`config.mk`:
```
export PLATFORM = sky130hd
export DESIGN_NAME = dco_tune_dither
export DESIGN_NICKNAME = d
export VERILOG_FILES = /design/src/rtl/dco_tune_dither.sv
export SDC_FILE = /design/constraint.sdc
export NUM_CORES = 1
export LEC_CHECK = 0
export BUFFER_PORTS_ARGS = -buffer_cell sky130_fd_sc_hd__buf_4
export CAP_MARGIN = 20
export CORE_MARGIN = 2
export CORE_UTILIZATION = 45
export DETAILED_ROUTE_END_ITERATION = 16
export HOLD_SLACK_MARGIN = 0.15
export PLACE_DENSITY = 0.71
export SKIP_LAST_GASP = 1
export SYNTH_ARGS = -nofsm -noshare
export SYNTH_HDL_FRONTEND = slang
export SYNTH_SLANG_ARGS = --single-unit
```
`constraint.sdc`:
```
create_clock -name clk -period 4.4 [get_ports clk]
set_clock_uncertainty 0.05 [all_clocks]
set_input_delay 0.44 -clock clk [delete_from_list [all_inputs] [get_ports clk]]
set_output_delay 0.44 -clock clk [all_outputs]
set_load 0.01 [all_outputs]
```
`src/rtl/dco_tune_dither.sv`:
```
// ----------------------------------------------------------------------------
// dco_tune_dither
//
// Front end of the DCO tracking-bank row/column coder. It takes an integer
// plus fractional tuning word from the loop filter over a valid/ready
// handshake. Large integer jumps are slew-limited to STEP units per clock.
// Once on target, the fractional part is dithered onto the integer word with
// a first-order sigma-delta modulator.
//
// Optional build macro:
//   DCO_MASH2_EN  - replace the first-order modulator with a MASH 1-1
//                   (second accumulator plus a delayed second-stage carry).
//
// Ports:
//   clk        in   DCO-domain clock (state updates on posedge)
//   rst        in   asynchronous reset, active high
//   tw_int     in   [WORD_W-1:0] target integer tuning word
//   tw_frac    in   [FRAC_W-1:0] target fractional tuning word
//   tw_valid   in   target word valid
//   tw_ready   out  block can accept a target (low while slewing)
//   dither_en  in   enable sigma-delta dithering of tw_frac
//   word_out   out  [WORD_W-1:0] word to the row/col coder
//   word_en    out  enable to the row/col coder
//   busy       out  high while slewing
// ----------------------------------------------------------------------------
module dco_tune_dither #(
    parameter int WORD_W   = 8,
    parameter int FRAC_W   = 4,
    parameter int STEP     = 4,
    parameter int RST_WORD = 128
) (
    input  logic              clk,
    input  logic              rst,
    input  logic [WORD_W-1:0] tw_int,
    input  logic [FRAC_W-1:0] tw_frac,
    input  logic              tw_valid,
    output logic              tw_ready,
    input  logic              dither_en,
    output logic [WORD_W-1:0] word_out,
    output logic              word_en,
    output logic              busy
);

    localparam logic [WORD_W-1:0] L_RST_WORD = WORD_W'(RST_WORD);
    localparam logic [WORD_W:0]   L_STEP_X   = (WORD_W+1)'(STEP);
    localparam logic [WORD_W-1:0] L_STEP     = WORD_W'(STEP);

    typedef enum logic [1:0] {
        IDLE  = 2'd0,
        SLEW  = 2'd1,
        TRACK = 2'd2
    } state_t;

    state_t              r_state;
    logic [WORD_W-1:0]   r_target_int;
    logic [FRAC_W-1:0]   r_target_frac;
    logic [FRAC_W-1:0]   r_acc;
    logic [WORD_W-1:0]   r_word;
    logic                r_word_en;
    logic                r_busy;
    logic                r_ready;

    // Handshake
    logic                w_accept;

    // Distance from the current word to the incoming target (accept edge)
    logic signed [WORD_W:0] w_diff_acc;
    logic        [WORD_W:0] w_abs_acc;
    logic                   w_acc_big;

    // Distance from the current word to the captured target (slewing)
    logic signed [WORD_W:0] w_diff_slew;
    logic        [WORD_W:0] w_abs_slew;
    logic                   w_slew_done;
    logic [WORD_W-1:0]      w_slew_next;

    // First modulator stage
    logic [FRAC_W:0]        w_sum1;
    logic                   w_c1;

    // Dithered word
    logic [WORD_W-1:0]      w_track_word;

`ifdef DCO_MASH2_EN
    logic [FRAC_W-1:0]      r_acc2;
    logic                   r_c2_d;
    logic [FRAC_W:0]        w_sum2;
    logic                   w_c2;
    logic signed [WORD_W+1:0] w_msum;
`else
    logic [WORD_W:0]        w_tsum;
`endif

    assign tw_ready = r_ready;
    assign word_out = r_word;
    assign word_en  = r_word_en;
    assign busy     = r_busy;

    assign w_accept = tw_valid & r_ready;

    // Signed difference at WORD_W+1 bits so a full-scale jump never overflows.
    assign w_diff_acc  = $signed({1'b0, tw_int}) - $signed({1'b0, r_word});
    assign w_abs_acc   = w_diff_acc[WORD_W] ? $unsigned(-w_diff_acc) : $unsigned(w_diff_acc);
    assign w_acc_big   = (w_abs_acc > L_STEP_X);

    assign w_diff_slew = $signed({1'b0, r_target_int}) - $signed({1'b0, r_word});
    assign w_abs_slew  = w_diff_slew[WORD_W] ? $unsigned(-w_diff_slew) : $unsigned(w_diff_slew);
    assign w_slew_done = (w_abs_slew <= L_STEP_X);

    always_comb begin
        w_slew_next = r_word;
        if (w_slew_done) begin
            w_slew_next = r_target_int;
        end else if (w_diff_slew[WORD_W]) begin
            w_slew_next = r_word - L_STEP;
        end else begin
            w_slew_next = r_word + L_STEP;
        end
    end

    assign w_sum1 = {1'b0, r_acc} + {1'b0, r_target_frac};
    assign w_c1   = w_sum1[FRAC_W];

`ifdef DCO_MASH2_EN
    // Second stage integrates the first-stage residue; its carry is
    // differentiated so the offset spans -1..+2 around the target.
    assign w_sum2 = {1'b0, r_acc2} + {1'b0, w_sum1[FRAC_W-1:0]};
    assign w_c2   = w_sum2[FRAC_W];
    assign w_msum = $signed({2'b00, r_target_int})
                  + $signed({{(WORD_W+1){1'b0}}, w_c1})
                  + $signed({{(WORD_W+1){1'b0}}, w_c2})
                  - $signed({{(WORD_W+1){1'b0}}, r_c2_d});

    always_comb begin
        w_track_word = w_msum[WORD_W-1:0];
        if (w_msum[WORD_W+1]) begin
            w_track_word = '0;
        end else if (w_msum[WORD_W]) begin
            w_track_word = '1;
        end
    end
`else
    assign w_tsum = {1'b0, r_target_int} + {{WORD_W{1'b0}}, w_c1};

    // Saturate at full scale instead of wrapping to zero.
    always_comb begin
        w_track_word = w_tsum[WORD_W-1:0];
        if (w_tsum[WORD_W]) begin
            w_track_word = '1;
        end
    end
`endif

    // Accept can only fire in IDLE/TRACK (ready is low in SLEW), and it takes
    // priority over that edge's dither update: word_out holds on the accept edge.
    always_ff @(posedge clk or posedge rst) begin
        if (rst) begin
            r_state       <= IDLE;
            r_target_int  <= L_RST_WORD;
            r_target_frac <= '0;
            r_acc         <= '0;
            r_word        <= L_RST_WORD;
            r_word_en     <= 1'b0;
            r_busy        <= 1'b0;
            r_ready       <= 1'b1;
`ifdef DCO_MASH2_EN
            r_acc2        <= '0;
            r_c2_d        <= 1'b0;
`endif
        end else if (w_accept) begin
            r_target_int  <= tw_int;
            r_target_frac <= tw_frac;
            r_acc         <= '0;
            r_word_en     <= 1'b1;
`ifdef DCO_MASH2_EN
            r_acc2        <= '0;
            r_c2_d        <= 1'b0;
`endif
            if (w_acc_big) begin
                r_state <= SLEW;
                r_busy  <= 1'b1;
                r_ready <= 1'b0;
            end else begin
                r_state <= TRACK;
                r_busy  <= 1'b0;
                r_ready <= 1'b1;
            end
        end else begin
            case (r_state)
                IDLE: begin
                    r_word    <= L_RST_WORD;
                    r_word_en <= 1'b0;
                end
                SLEW: begin
                    r_word <= w_slew_next;
                    if (w_slew_done) begin
                        r_state <= TRACK;
                        r_busy  <= 1'b0;
                        r_ready <= 1'b1;
                    end
                end
                TRACK: begin
                    if (dither_en) begin
                        r_acc  <= w_sum1[FRAC_W-1:0];
                        r_word <= w_track_word;
`ifdef DCO_MASH2_EN
                        r_acc2 <= w_sum2[FRAC_W-1:0];
                        r_c2_d <= w_c2;
`endif
                    end else begin
                        r_acc  <= '0;
                        r_word <= r_target_int;
`ifdef DCO_MASH2_EN
                        r_acc2 <= '0;
                        r_c2_d <= 1'b0;
`endif
                    end
                end
                default: begin
                    r_state <= IDLE;
                end
            endcase
        end
    end

endmodule
```
# ---- Word-level counts from Yosys, hierarchy flattened
# Index checks and enable logic that the tools add are counted.
dict set report word_totals {
  register_bits 29
  inputBits 16
  output_inout_bits 11
}
dict set report op_classes {
  addsub 8
  order_cmp 2
  n_eq_ne 4
  mux 24
  bitwise 2
  reduce_logical 10
}
# operator n
set ops {}
lappend ops {{$mux W8} 4}
lappend ops {{$pmux W8 S3} 1}
lappend ops {{$mux W9} 2}
lappend ops {{$neg A9 Y9} 2}
lappend ops {{$sub A8 B8 Y9} 2}
lappend ops {{$mux W4} 3}
lappend ops {{$mux W1} 10}
lappend ops {{$add A8 B1 Y9} 1}
lappend ops {{$gt A9 B3 Y1 const B} 1}
lappend ops {{$le A9 B3 Y1 const B} 1}
lappend ops {{$add A8 B3 Y8 const B} 1}
lappend ops {{$reduce_bool A2 Y1} 4}
lappend ops {{$sub A8 B3 Y8 const B} 1}
lappend ops {{$mux W2} 3}
lappend ops {{$reduce_and A2 Y1} 3}
lappend ops {{$add A4 B4 Y5} 1}
lappend ops {{$pmux W2 S2} 1}
lappend ops {{$ne A3 B3 Y1 const B} 1}
lappend ops {{$reduce_bool A3 Y1} 1}
lappend ops {{$eq A2 B1 Y1 const B} 1}
lappend ops {{$eq A2 B2 Y1 const B} 1}
lappend ops {{$logic_not A2 Y1} 1}
lappend ops {{$ne A2 B1 Y1 const B} 1}
lappend ops {{$reduce_or A2 Y1} 1}
lappend ops {{2 further kinds} 2}

# ---- Longest topological paths before layout
# Gate-level depths: netlist (run 1).
dict set report depth {
  word_depth 7
  mapped_depth 17
  mapped_depth_nobuf 17
}

# ---- Least setup slack after synthesis (run 1)
# No wires, ideal clock.
dict set report synth_path {
  path_type {flip-flop to flip-flop}
  from {reg r_target_int[0]}
  to {reg r_word[7], in the netlist word_out[7]}
  arrival_time_ns 3.149
  slack_ns 1.119
  path_stages_with_launch 18
  n_path_buf 0
  synth_period_minus_slack_ns 3.281
  path_cell_list {dfrtp_1 > inv_1 > ha_1 > inv_1 > fa_1 > a211oi_2 > nor2_2 > a41oi_4 > ha_1 > a21o_1 > a21oi_1 > o21bai_1 > a21oi_1 > xnor2_1 > nor2_1 > o211ai_1 > a31oi_1 > o21bai_1}
}
dict set report synth_between {
  elab_chain_cells 6
}
# element line
set synth_lines {}
lappend synth_lines {{start, declared} 55} ;# logic [WORD_W-1:0] r_target_int;
lappend synth_lines {{start signal, assigned} 171} ;# r_target_int <= tw_int;
lappend synth_lines {{$sub A8 B8 Y9} 106} ;# assign w_diff_slew = $signed({1'b0, r_target_int}) - $signed({1'b0, r_word});
lappend synth_lines {{$neg A9 Y9} 107} ;# assign w_abs_slew = w_diff_slew[WORD_W] ? $unsigned(-w_diff_slew) : $unsigned(w_diff_slew);
lappend synth_lines {{$mux W9} 107}
lappend synth_lines {{$le A9 B3 Y1} 108} ;# assign w_slew_done = (w_abs_slew <= L_STEP_X);
lappend synth_lines {{$mux W8} 112} ;# if (w_slew_done) begin
lappend synth_lines {{$pmux W8 S3 *} 189} ;# case (r_state)
lappend synth_lines {{end signal, assigned} 195} ;# r_word <= w_slew_next;
lappend synth_lines {{end signal, assigned} 205} ;# r_word <= w_track_word;
lappend synth_lines {{end signal, assigned} 212} ;# r_word <= r_target_int;
lappend synth_lines {{end, declared} 58} ;# logic [WORD_W-1:0] r_word;
# Mark *: on every way between the ends. The rest lies on a longest branch, timed or not.
# A chain may end at the register's enable or synchronous reset.

# ---- Final worst setup path (run 1)
# Ends and elaborated chain as after synthesis.

==> results by group, run 1 <==
Worst setup path
  • Critical path peak fanout: 10
  • Reg2Reg Depth: 17
  • WS Path Type: register to register
  • Crit end category: register
  • Critical Path AT: around 3.7 ns
  • CP startpoint kind: register
  • Required time at the worst-slack endpoint: 4.57 ns

Timing
  • Setup_tns: 0 ns
  • Setup WS post-layout: a little over 0.8 ns
  • Final setup viols: 0
  • Min cycle time layout: roughly 3.6 ns
  • Final hold vios: 0
  • Worst Tran Pin Value: about 0.70 ns
  • Fmax: 0.2796 GHz
  • Hold slack: about 0.18 ns
  • Final clock period utilization by the worst path: a little over 80%
  • RSZ-0062 raised after global routing: no
  • Slew Viols, Final: 0
  • Rel. slew slack: 53.33%

Route
  • Iteration-0 DRC Markers: roughly 170
  • Drc violations: 0
  • DR vias/cell: around 5.9
  • Final wirelength: ~7.6 mm
  • Drt first pass iters: 6
  • Wirelength per Cell: ~16 um
  • Number of routed nets with antenna violations: 0
  • Vias: approximately 2,800

Power
  • Lkg Pwr: about 1.5 nW
  • Worst vdd ir: ~550 uV
  • Overall power: ~2.7 mW
  • Power Dens Cells: around 800 nW/um^2

CTS
  • Clock Tree Buf Depth: 2
  • H-tree Lvls: 2
  • CTS tree: done
  • Clk_lat worst skew: roughly 0.29 ns
  • Root Buffer: clkbuf_8
  • Hold_buf cts: 0
  • # resized after CTS: 0
  • Worst-path clk slew: around 0.06 ns
  • Sink Count: 29
  • Post-CTS Setup Bufs: 0
  • CTS Buf Count: 5

Global route
  • Grt ovf: 0
  • Antenna violations before repair: 0
  • Vias in the first global route: roughly 2,600
  • GRT Total Usage: between 20 and 25%
  • Global-route wire length before repair: ~13 mm
  • Largest net degree at the start of global routing: 30

Die
  • IO Pins: 27
  • Chip Height: 85.50 um
  • Core area: roughly 6400 um^2
  • Die W: ~86 um
  • Num rows: 29
  • Total die area: 7310 um^2
  • Initial core utilization: between 40 and 50%

Synthesis
  • Synth Instances: about 370
  • Flops & latches, synth: 29
  • Mapped Avg Cell Area: slightly above 8 um^2
  • Most used DFF post-synth: dfrtp_1
  • Netlist cell types: 61
  • Syn_nets: 418
  • Cell Area, Synth: 2989 um^2
  • Fraction of registers with async set/reset: 100.0%
  • EDFF count, synth: 0
  • Synth warnings: 0
  • Seq/Total Area, Yosys: about 24%

Layout
  • Util after Layout: around 52%
  • Post-route cell area: around 3300 um^2
  • FILL cells: about 620
  • Share of layout cells above drive strength 1: 12.79%
  • Post-route insts no fill: between 400 and 500
  • # diodes: 0
  • Final #Nets: between 400 and 500
  • Area growth syn-to-layout: 11.01%

Place
  • Port buffer count: 26
  • Cell Area, Placed: approximately 3200 um^2
  • DP Worst Slack: ~0.86 ns
  • Gpl congestion: 1.001
  • Post-DP HPWL: around 5.9 mm
  • Placed insts: between 400 and 500

Status
  • Outcome: completed

Hold path
  • Hold crit path type: input pin to async pin

Job
  • Max cap viols: 0
==> layer usage <==
metal	routed length, um	GRT usage [%]	part of all wire, %	vias up
li1	-	-	-	1363
met1	3669	30.77	48	1296
met2	3235	33.59	43	77
met3	407	3.369	5.4	21
met4	283	8.658	3.7	0
met5	0	0	0	-
==> cell families (layout without fill, tap and decap cells) <==
kind of cell | after synthesis | after routing | synth area share (%)
AOI/OAI and AO/OA | 105 | 105 | 25.41
DFF | 29 | 29 | 24.40
xor gates and xnor gates | 20 | 20 | 6.112
buffers and inverters | 35 | 60 | 5.023
and+or+nand+nor | 134 | 134 | 20.55
muxes | 7 | 7 | 2.428
adders and majority gates | 36 | 36 | 16.07
==> cell usage after synthesis (3+ instances only) <==
| master | count | area [um^2] |
|---|---|---|
| nor2b_1 | 4 | 25.02 |
| xor2_1 | 6 | 52.55 |
| o21bai_1 | 3 | 22.52 |
| o211ai_1 | 5 | 37.54 |
| o2111ai_1 | 3 | 26.28 |
| o21ai_0 | 17 | 85.08 |
| nand2b_1 | 5 | 31.28 |
| dfstp_2 | 3 | 78.83 |
| a211oi_1 | 5 | 37.54 |
| nor3_1 | 7 | 35.03 |
| clkbuf_1 | 7 | 26.28 |
| o21a_1 | 7 | 52.55 |
| and2_1 | 3 | 18.77 |
| nand2_1 | 55 | 206.5 |
| dfrtp_1 | 26 | 650.6 |
| inv_1 | 23 | 86.33 |
| nor2_1 | 34 | 127.6 |
| mux2i_1 | 5 | 50.05 |
| fa_1 | 4 | 80.08 |
| o31a_1 | 4 | 35.03 |
| xnor2_1 | 13 | 113.9 |
| o31ai_1 | 3 | 22.52 |
| nand3_1 | 9 | 45.04 |
| a31oi_1 | 3 | 18.77 |
| a21oi_1 | 22 | 110.1 |
| a21o_1 | 8 | 60.06 |
| ha_1 | 32 | 400.4 |
==> worst paths after layout <==
path / start / end / slack [ns]
worst max-delay path: r_target_int[0] / word_out[7] / 0.82
worst min-delay path: rst / r_acc[2] / 0.18
worst max register to register: r_target_int[0] / word_out[7] / 0.82
worst min register to register: r_target_frac[3] / r_target_frac[3] / 0.44
max in group asynchronous: rst / word_out[7] / 3.81
min in group clk: tw_frac[0] / r_target_frac[0] / 0.29
==> power by group <==
| part | total (mW) | switching [mW] | internal (mW) |
|---|---|---|---|
| clock | 0.211 | 0.102 | 0.109 |
| combinational | 1.94 | 1.13 | 0.803 |
| sequential | 0.502 | 0.131 | 0.371 |
| total | 2.65 | 1.37 | 1.28 |
==> critical path: stages (launching register included) <==
cell and delay, ns:
dfrtp_1 0.38, inv_1 0.10, ha_1 0.16, inv_1 0.05
fa_1 0.41, a211oi_2 0.33, nor2_2 0.12, a41oi_4 0.39
ha_1 0.30, a21o_1 0.15, a21oi_1 0.21, o21bai_1 0.08
a21oi_1 0.18, xnor2_1 0.10, nor2_1 0.09, o211ai_1 0.10
a31oi_1 0.17, o21bai_1 0.12
==> registers in the layout, indices dropped and copies added, names as in the netlist <==
name,flops
r_target_int,8
word_out,8
r_acc,4
r_target_frac,4
r_state,2
busy,1
tw_ready,1
word_en,1
==> layout by cell type, fill, tap and decap left out, types with 6 or more instances in the layout <==
master / count
dfrtp_1: 26
nor2_1: 34
nand3_1: 9
a21oi_1: 22
xnor2_1: 13
nand2_1: 55
o21ai_0: 17
o21a_1: 7
xor2_1: 6
nor3_1: 7
inv_1: 23
a21o_1: 8
buf_4: 28
ha_1: 32
==> cell type report <==
| cell class | instances | area (um^2) | area share (%) |
|---|---|---|---|
| inverters | 24 | 90.09 | 2.715 |
| well taps | 77 | 96.34 | 2.903 |
| clock buffers | 6 | 72.57 | 2.187 |
| clock inverters | 2 | 10.01 | 0.3017 |
| repair buffers | 28 | 210.2 | 6.335 |
| flip-flops and latches | 29 | 729.5 | 21.98 |
| multi-input cells | 302 | 2110 | 63.57 |
Power figures use the tool's default switching activity.
==> inputs of run 2 (changes only) <==
--- a/config.mk
+++ b/config.mk
@@ -11,7 +11,7 @@
 export CORE_UTILIZATION = 45
 export DETAILED_ROUTE_END_ITERATION = 16
 export HOLD_SLACK_MARGIN = 0.15
-export PLACE_DENSITY = 0.71
+export PLACE_DENSITY = 0.74
 export SKIP_LAST_GASP = 1
 export SYNTH_ARGS = -nofsm -noshare
 export SYNTH_HDL_FRONTEND = slang
==> constraint.sdc (replaced) <==
create_clock -name clk -period 2.9 [get_ports clk]
set_clock_uncertainty 0.05 [all_clocks]
set_input_delay 0.29 -clock clk [delete_from_list [all_inputs] [get_ports clk]]
set_output_delay 0.29 -clock clk [all_outputs]
set_load 0.01 [all_outputs]
==> results by group, run 2 (synthesized netlist as in run 1, its figures left out) <==
CTS
  • Sink Count: 29 (unchanged)
  • Root Buffer: clkbuf_8
  • Clk_lat worst skew: 0.29 ns (about the same)
  • Clock Tree Buf Depth: 2 (unchanged)
  • Worst-path clk slew: 0.06 ns (about the same)
  • CTS tree: done
  • H-tree Lvls: 2 (unchanged)
  • CTS Buf Count: 5 (unchanged)

Die
  • Die W: 85.50 um (unchanged)
  • Chip Height: 85.50 um (unchanged)
  • IO Pins: 27 (unchanged)
  • Core area: 6386 um^2 (unchanged)
  • Total die area: 7310 um^2 (unchanged)
  • Initial core utilization: 46.81% (unchanged)
  • Num rows: 29 (unchanged)

Timing
  • Fmax: 0.2997 GHz (+7.2%)
  • Final setup viols: 12 (+12)
  • Final hold vios: 0 (unchanged)
  • Final clock period utilization by the worst path: 115.1% (+34 points)
  • Rel. slew slack: 53.69% (+0.36 points)
  • Setup WS post-layout: -0.4370 ns (-1.261 ns)
  • Worst Tran Pin Value: 0.6929 ns (-0.007148 ns)
  • RSZ-0062 raised after global routing: yes
  • Slew Viols, Final: 0 (unchanged)
  • Min cycle time layout: 3.337 ns (-0.2391 ns)

Worst setup path
  • Critical Path AT: 3.50 ns (-0.24 ns)
  • Crit end category: register
  • CP startpoint kind: register
  • Critical path peak fanout: 5 (-5)
  • WS Path Type: register to register
  • Worst R2R Setup Slack: -0.44 ns (-1.26 ns)
  • Required time at the worst-slack endpoint: 3.07 ns (-1.50 ns)

Route
  • Final wirelength: 9.451 mm (+24%)
  • Drt first pass iters: 5 (-1)
  • Drc violations: 0 (unchanged)
  • Vias: 3,256 (+18%)
  • Iteration-0 DRC Markers: 272 (+57%)
  • Wirelength per Cell: 17.09 um (+5.3%)
  • DR vias/cell: 5.888 (about the same)
  • Number of routed nets with antenna violations: 0 (unchanged)

Place
  • DP Worst Slack: -0.3660 ns (-1.224 ns)
  • Port buffer count: 26 (unchanged)
  • Post-DP HPWL: 6.772 mm (+15%)
  • Placed insts: 522 (+13%)
  • Gpl congestion: 0.9894 (-1.2%)

Power
  • P_int: 3.149 mW (+150%)
  • Power Dens Cells: 1390 nW/um^2 (+74%)
  • Lkg Pwr: 1.982 nW (+31%)
  • Seq pwr share: 11.4% (-7.5 points)
  • Combinational power share: 81.0% (+7.9 points)
  • Psw: 2.728 mW (+99%)
  • Switch share: 46.42% (-5.2 points)
  • Clock share of power: 7.5% (-0.5 points)
  • Worst vdd ir: 1387 uV (+150%)

Layout
  • Share of layout cells above drive strength 1: 35.08% (+22 points)
  • # diodes: 0 (unchanged)
  • Most common cell after layout, fill and taps aside: buf_4
  • Commonest cells after routing, fill and taps aside: buf_4 (98), nand2_1 (53), nor2_1 (33)
  • Post-route insts no fill: 553 (+18%)
  • Area growth syn-to-layout: 41.48%
  • Final #Nets: 527 (+19%)

Status
  • Outcome: finished with violations
  • Failing checks: negative setup slack

Global route
  • Grt ovf: 0 (unchanged)
  • Antenna violations before repair: 0 (unchanged)
  • Largest net degree at the start of global routing: 30 (unchanged)
  • Global-route wire length before repair: 15.07 mm (+18%)
  • Vias in the first global route: 3,202 (+22%)
  • GRT Total Usage: 26.18% (+4.4 points)

Hold path
  • Hold crit path type: input pin to register

Job
  • Max cap viols: 0 (unchanged)
==> run 2: cell count changes in the layout (fill, tap and decap cells not counted), moves of 3 or more <==
cell and delta:
buf_4 +70, buf_6 +10, o21ai_0 -6, a21oi_1 -5
a21oi_2 +5, dlygate4sd3_1 +5, inv_1 -4, inv_2 +4
fa_1 -3, fa_2 +3, ha_1 -3, o31ai_1 -3
o31ai_2 +3
==> run 2: what timing repair did <==
| item | CTS | global route |
|---|---|---|
| endpoints found under the setup margin | 12 | 12 |
| resized for setup | 39 | 16 |
| buffers inserted | 12 | 6 |
| endpoints found under the hold margin | 30 | 0 |
| pin swaps | 24 | 26 |
| hold buffers | 5 | 0 |
==> run 2: path summary, 6_finish.rpt <==
check / startpoint / end / depth (start not counted)
worst max-delay path: r_target_int[0] / word_out[7] / 14
worst min-delay path: tw_int[6] / r_target_int[6] / 3
worst max register to register: r_target_int[0] / word_out[7] / 14
max in group asynchronous: rst / r_target_int[7] / 4
worst min register to register: r_target_frac[0] / r_target_frac[0] / 2
min in group asynchronous: rst / r_acc[3] / 4
==> run 2: cell type report <==
class,instances,area [um^2]
clock buffers,7,86.33
clock inverters,1,30.03
fillers,504,2157
inverters,24,90.09
multi-input cells,302,2298
flip-flops and latches,29,729.5
well taps,77,96.34
repair buffers,113,898.4
==> run 2: stage by stage <==
step | util (%) | hold WS [ns] | instance area, um^2 | TNS, ns | total power, mW
floorplan | - | 0.3159 | 3013 | -0.3635 | 3.119
global placement | 58.33 | 0.3360 | 3725 | -2.164 | 4.373
detailed placement | 58.33 | 0.3451 | 3725 | -3.452 | 4.504
CTS | 64.52 | 0.1594 | 4120 | -2.595 | 5.469
global route | 66.22 | 0.1757 | 4229 | -5.573 | 6.249
finish | 66.22 | 0.1577 | 4229 | -4.225 | 5.877
==> run 2: per-layer routing <==
metal  GRT usage [%]  wire length (um)  part of all wire [%]  vias up
met5               0                 0                     0        -
met4           9.812               287                   3.0        0
met3           3.850               463                   4.9       31
met2           45.03              4689                    50      132
met1           33.33              4011                    42     1566
li1                -                 -                     -     1527
==> run 2: power groups by stage <==
stage	registers, mW	logic (mW)	clock network, mW
6_report	0.672	4.76	0.443
3_3_place_gp	0.663	3.71	0
5_1_grt	0.691	5.10	0.463
4_1_cts	0.667	4.36	0.447
3_5_place_dp	0.671	3.83	0
2_1_floorplan	0.714	2.40	0
==> run 2: critical path: stages, from the launching register on <==
cell and delay [ns]:
dfrtp_1 0.39, inv_2 0.08, ha_4 0.13, inv_2 0.04
fa_2 0.39, a211oi_4 0.31, buf_4 0.17, o21a_1 0.13
nor2_1 0.07, nor2_1 0.14, o21ai_0 0.14, o32a_2 0.41
or4_1 0.51, a31oi_1 0.19, o21bai_1 0.13
==> inputs of run 3 (changes only) <==
--- a/config.mk
+++ b/config.mk
@@ -7,11 +7,13 @@
 export LEC_CHECK = 0
 export BUFFER_PORTS_ARGS = -buffer_cell sky130_fd_sc_hd__buf_4
 export CAP_MARGIN = 20
-export CORE_MARGIN = 2
-export CORE_UTILIZATION = 45
+export CELL_PAD_IN_SITES_DETAIL_PLACEMENT = 0
+export CELL_PAD_IN_SITES_GLOBAL_PLACEMENT = 1
+export CORE_MARGIN = 5
+export CORE_UTILIZATION = 41
 export DETAILED_ROUTE_END_ITERATION = 16
 export HOLD_SLACK_MARGIN = 0.15
-export PLACE_DENSITY = 0.74
+export PLACE_DENSITY = 0.85
 export SKIP_LAST_GASP = 1
 export SYNTH_ARGS = -nofsm -noshare
 export SYNTH_HDL_FRONTEND = slang
==> results by group, run 3 (synthesized netlist as in run 1, its figures left out) <==
Status
  • Outcome: finished with violations
  • Failing checks: negative setup slack

Power
  • P_int: 3.220 mW (+2.2%)
  • Clock share of power: 7.3% (-0.2 points)
  • Worst vdd ir: 457.9 uV (-67%)
  • Seq pwr share: 11.3% (about the same)
  • Lkg Pwr: 2.007 nW (+1.3%)
  • Combinational power share: 81.4% (+0.4 points)
  • Switch share: 45.47% (-0.95 points)
  • Power Dens Cells: 1374 nW/um^2 (-1.2%)
  • Psw: 2.685 mW (-1.6%)

Worst setup path
  • Critical path peak fanout: 5 (unchanged)
  • Worst Path Buf+Inv: 2 (-1)
  • CP startpoint kind: register
  • WS Path Type: register to register
  • Critical Path AT: 3.28 ns (-0.22 ns)
  • Crit path largest cell delay: 0.39 ns (-0.12 ns)
  • Reg-to-Reg End: word_out[7]
  • FF-to-FF Start: r_target_int[0]
  • Top delay family on crit path: compound AO/OA/AOI/OAI gates
  • Critical path endpoint: word_out[7]
  • CP Launch Point: r_target_int[0]
  • Reg2Reg Depth: 17 (+3)
  • Worst R2R Setup Slack: -0.22 ns (+0.22 ns)
  • CP Depth: 17 (+3)
  • Crit path max-delay cell type: dfrtp_1
  • Crit end category: register
  • Worst path cell trace: inv_2 -> ha_4 -> inv_2 -> fa_2 -> a211oi_4 -> nor2_2 -> a41oi_4 -> ha_1 -> a21o_1 -> a21oi_2 -> o21bai_1 -> a21oi_1 -> xnor2_1 -> nor2_1 -> o211ai_1 -> a31oi_1 -> o21bai_1
  • Required time at the worst-slack endpoint: 3.07 ns (about the same)

Die
  • Chip Height: 95.39 um (+12%)
  • Num rows: 31 (+6.9%)
  • IO Pins: 27 (unchanged)
  • Core area: 7176 um^2 (+12%)
  • Die W: 95.39 um (+12%)
  • Initial core utilization: 41.66% (-5.1 points)
  • Total die area: 9098 um^2 (+24%)

Timing
  • Fmax: 0.3210 GHz (+7.1%)
  • Final hold vios: 0 (unchanged)
  • Final clock period utilization by the worst path: 107.4% (-7.6 points)
  • Worst Tran Pin Value: 0.6956 ns (+0.002620 ns)
  • Slew Viols, Final: 0 (unchanged)
  • Setup_tns: -2.021 ns (+2.204 ns)
  • Min cycle time layout: 3.116 ns (-0.2214 ns)
  • Hold slack: 0.1670 ns (+0.009245 ns)
  • Final setup viols: 12 (unchanged)
  • Setup WS post-layout: -0.2156 ns (+0.2214 ns)
  • Rel. slew slack: 53.52% (-0.18 points)
  • RSZ-0062 raised after global routing: yes

CTS
  • CTS tree: done
  • CTS Buf Count: 5 (unchanged)
  • Root Buffer: clkbuf_8
  • Sink Count: 29 (unchanged)
  • Worst-path clk slew: 0.07 ns (about the same)
  • Clk_lat worst skew: 0.28 ns (about the same)
  • H-tree Lvls: 2 (unchanged)
  • Clock Tree Buf Depth: 2 (unchanged)

Layout
  • Util after Layout: 59.91% (-6.3 points)
  • Post-route insts no fill: 582 (+5.2%)
  • Most common cell after layout, fill and taps aside: buf_4
  • Commonest cells after routing, fill and taps aside: buf_4 (107), nand2_1 (55), nor2_1 (31)
  • Final #Nets: 534 (+1.3%)
  • Share of layout cells above drive strength 1: 36.02% (+0.94 points)
  • Area growth syn-to-layout: 43.83%
  • # diodes: 0 (unchanged)

Place
  • Gpl congestion: 0.9668 (-2.3%)
  • Port buffer count: 26 (unchanged)
  • DP Worst Slack: -0.3480 ns (+0.01796 ns)
  • Placed insts: 554 (+6.1%)
  • Post-DP HPWL: 6.755 mm (-0.25%)

Global route
  • Vias in the first global route: 3,067 (-4.2%)
  • Global-route wire length before repair: 14.38 mm (-4.6%)
  • GRT Total Usage: 20.29% (-5.9 points)
  • Largest net degree at the start of global routing: 30 (unchanged)
  • Antenna violations before repair: 0 (unchanged)
  • Grt ovf: 0 (unchanged)

Route
  • Final wirelength: 8.971 mm (-5.1%)
  • Number of routed nets with antenna violations: 0 (unchanged)
  • Met2 wire length: 4.318 mm (-7.9%)
  • Met1 Wirelength: 3.937 mm (-1.8%)
  • DR vias/cell: 5.359 (-9.0%)
  • Uppermost routed layer: met4
  • Wirelength per Cell: 15.41 um (-9.8%)
  • Drt first pass iters: 5 (unchanged)
  • Vias: 3,119 (-4.2%)
  • Drc violations: 0 (unchanged)
  • Met3 WL: 392 um (-15%)
  • Iteration-0 DRC Markers: 228 (-16%)

Job
  • Max cap viols: 0 (unchanged)

Hold path
  • Hold crit path type: input pin to register
run 3: how the worst min path moves through the flow:
stage | endpoint | startpoint | slack, ns | depth (start not counted)
2_1_floorplan | busy | rst | 0.32 | 1
3_3_place_gp | r_acc[0] | rst | 0.34 | 3
3_5_place_dp | r_target_frac[0] | rst | 0.35 | 3
4_1_cts | r_target_int[4] | tw_int[4] | 0.16 | 3
5_1_grt | r_target_int[6] | tw_int[6] | 0.17 | 3
6_report | r_target_int[4] | tw_int[4] | 0.17 | 3
run 3: stage by stage:
| stage | instance area, um^2 | total power, mW |
|---|---|---|
| 2_1_floorplan | 3013 | 3.119 |
| 3_3_place_gp | 3840 | 4.566 |
| 3_5_place_dp | 3840 | 4.598 |
| 4_1_cts | 4172 | 5.496 |
| 5_1_grt | 4299 | 6.355 |
| 6_report | 4299 | 5.905 |
run 3: routing by layer:
metal,vias up,track usage [%]
met1,1441,25.40
met4,0,8.175
met3,27,1.973
met2,102,35.69
met5,-,0
li1,1549,-
run 3: power by group through the flow:
stage / sequential (mW) / combinational (mW) / clock (mW)
5_1_grt: 0.688 / 5.21 / 0.455
6_report: 0.670 / 4.81 / 0.429
3_5_place_dp: 0.673 / 3.92 / 0
4_1_cts: 0.668 / 4.39 / 0.441
2_1_floorplan: 0.714 / 2.40 / 0
3_3_place_gp: 0.669 / 3.90 / 0
run 3: area by class of cell:
type / count / area [um^2]
Clock buffer: 5 / 68.82
Clock inverter: 3 / 46.29
Fill cell: 627 / 2877
Inverter: 24 / 90.09
Multi-Input combinational cell: 302 / 2288
Sequential cell: 29 / 729.5
Tap cell: 99 / 123.9
Timing Repair Buffer: 120 / 952.2
run 3: worst reg2reg max path, cell delays in order (launching register included):
cell and delay, ns:
dfrtp_1 0.39, inv_2 0.08, ha_4 0.13, inv_2 0.04, fa_2 0.38, a211oi_4 0.26, nor2_2 0.08, a41oi_4 0.21
ha_1 0.28, a21o_1 0.17, a21oi_2 0.15, o21bai_1 0.07, a21oi_1 0.15, xnor2_1 0.11, nor2_1 0.11, o211ai_1 0.10
a31oi_1 0.18, o21bai_1 0.12
run 3: what timing repair did:
action / in CTS / in global routing
buffers inserted: 8 / 7
hold buffers: 5 / 0
gates resized for setup: 32 / 17
pin swaps: 16 / 6
endpoints found under the hold margin: 30 / 0
endpoints found under the setup margin: 12 / 12
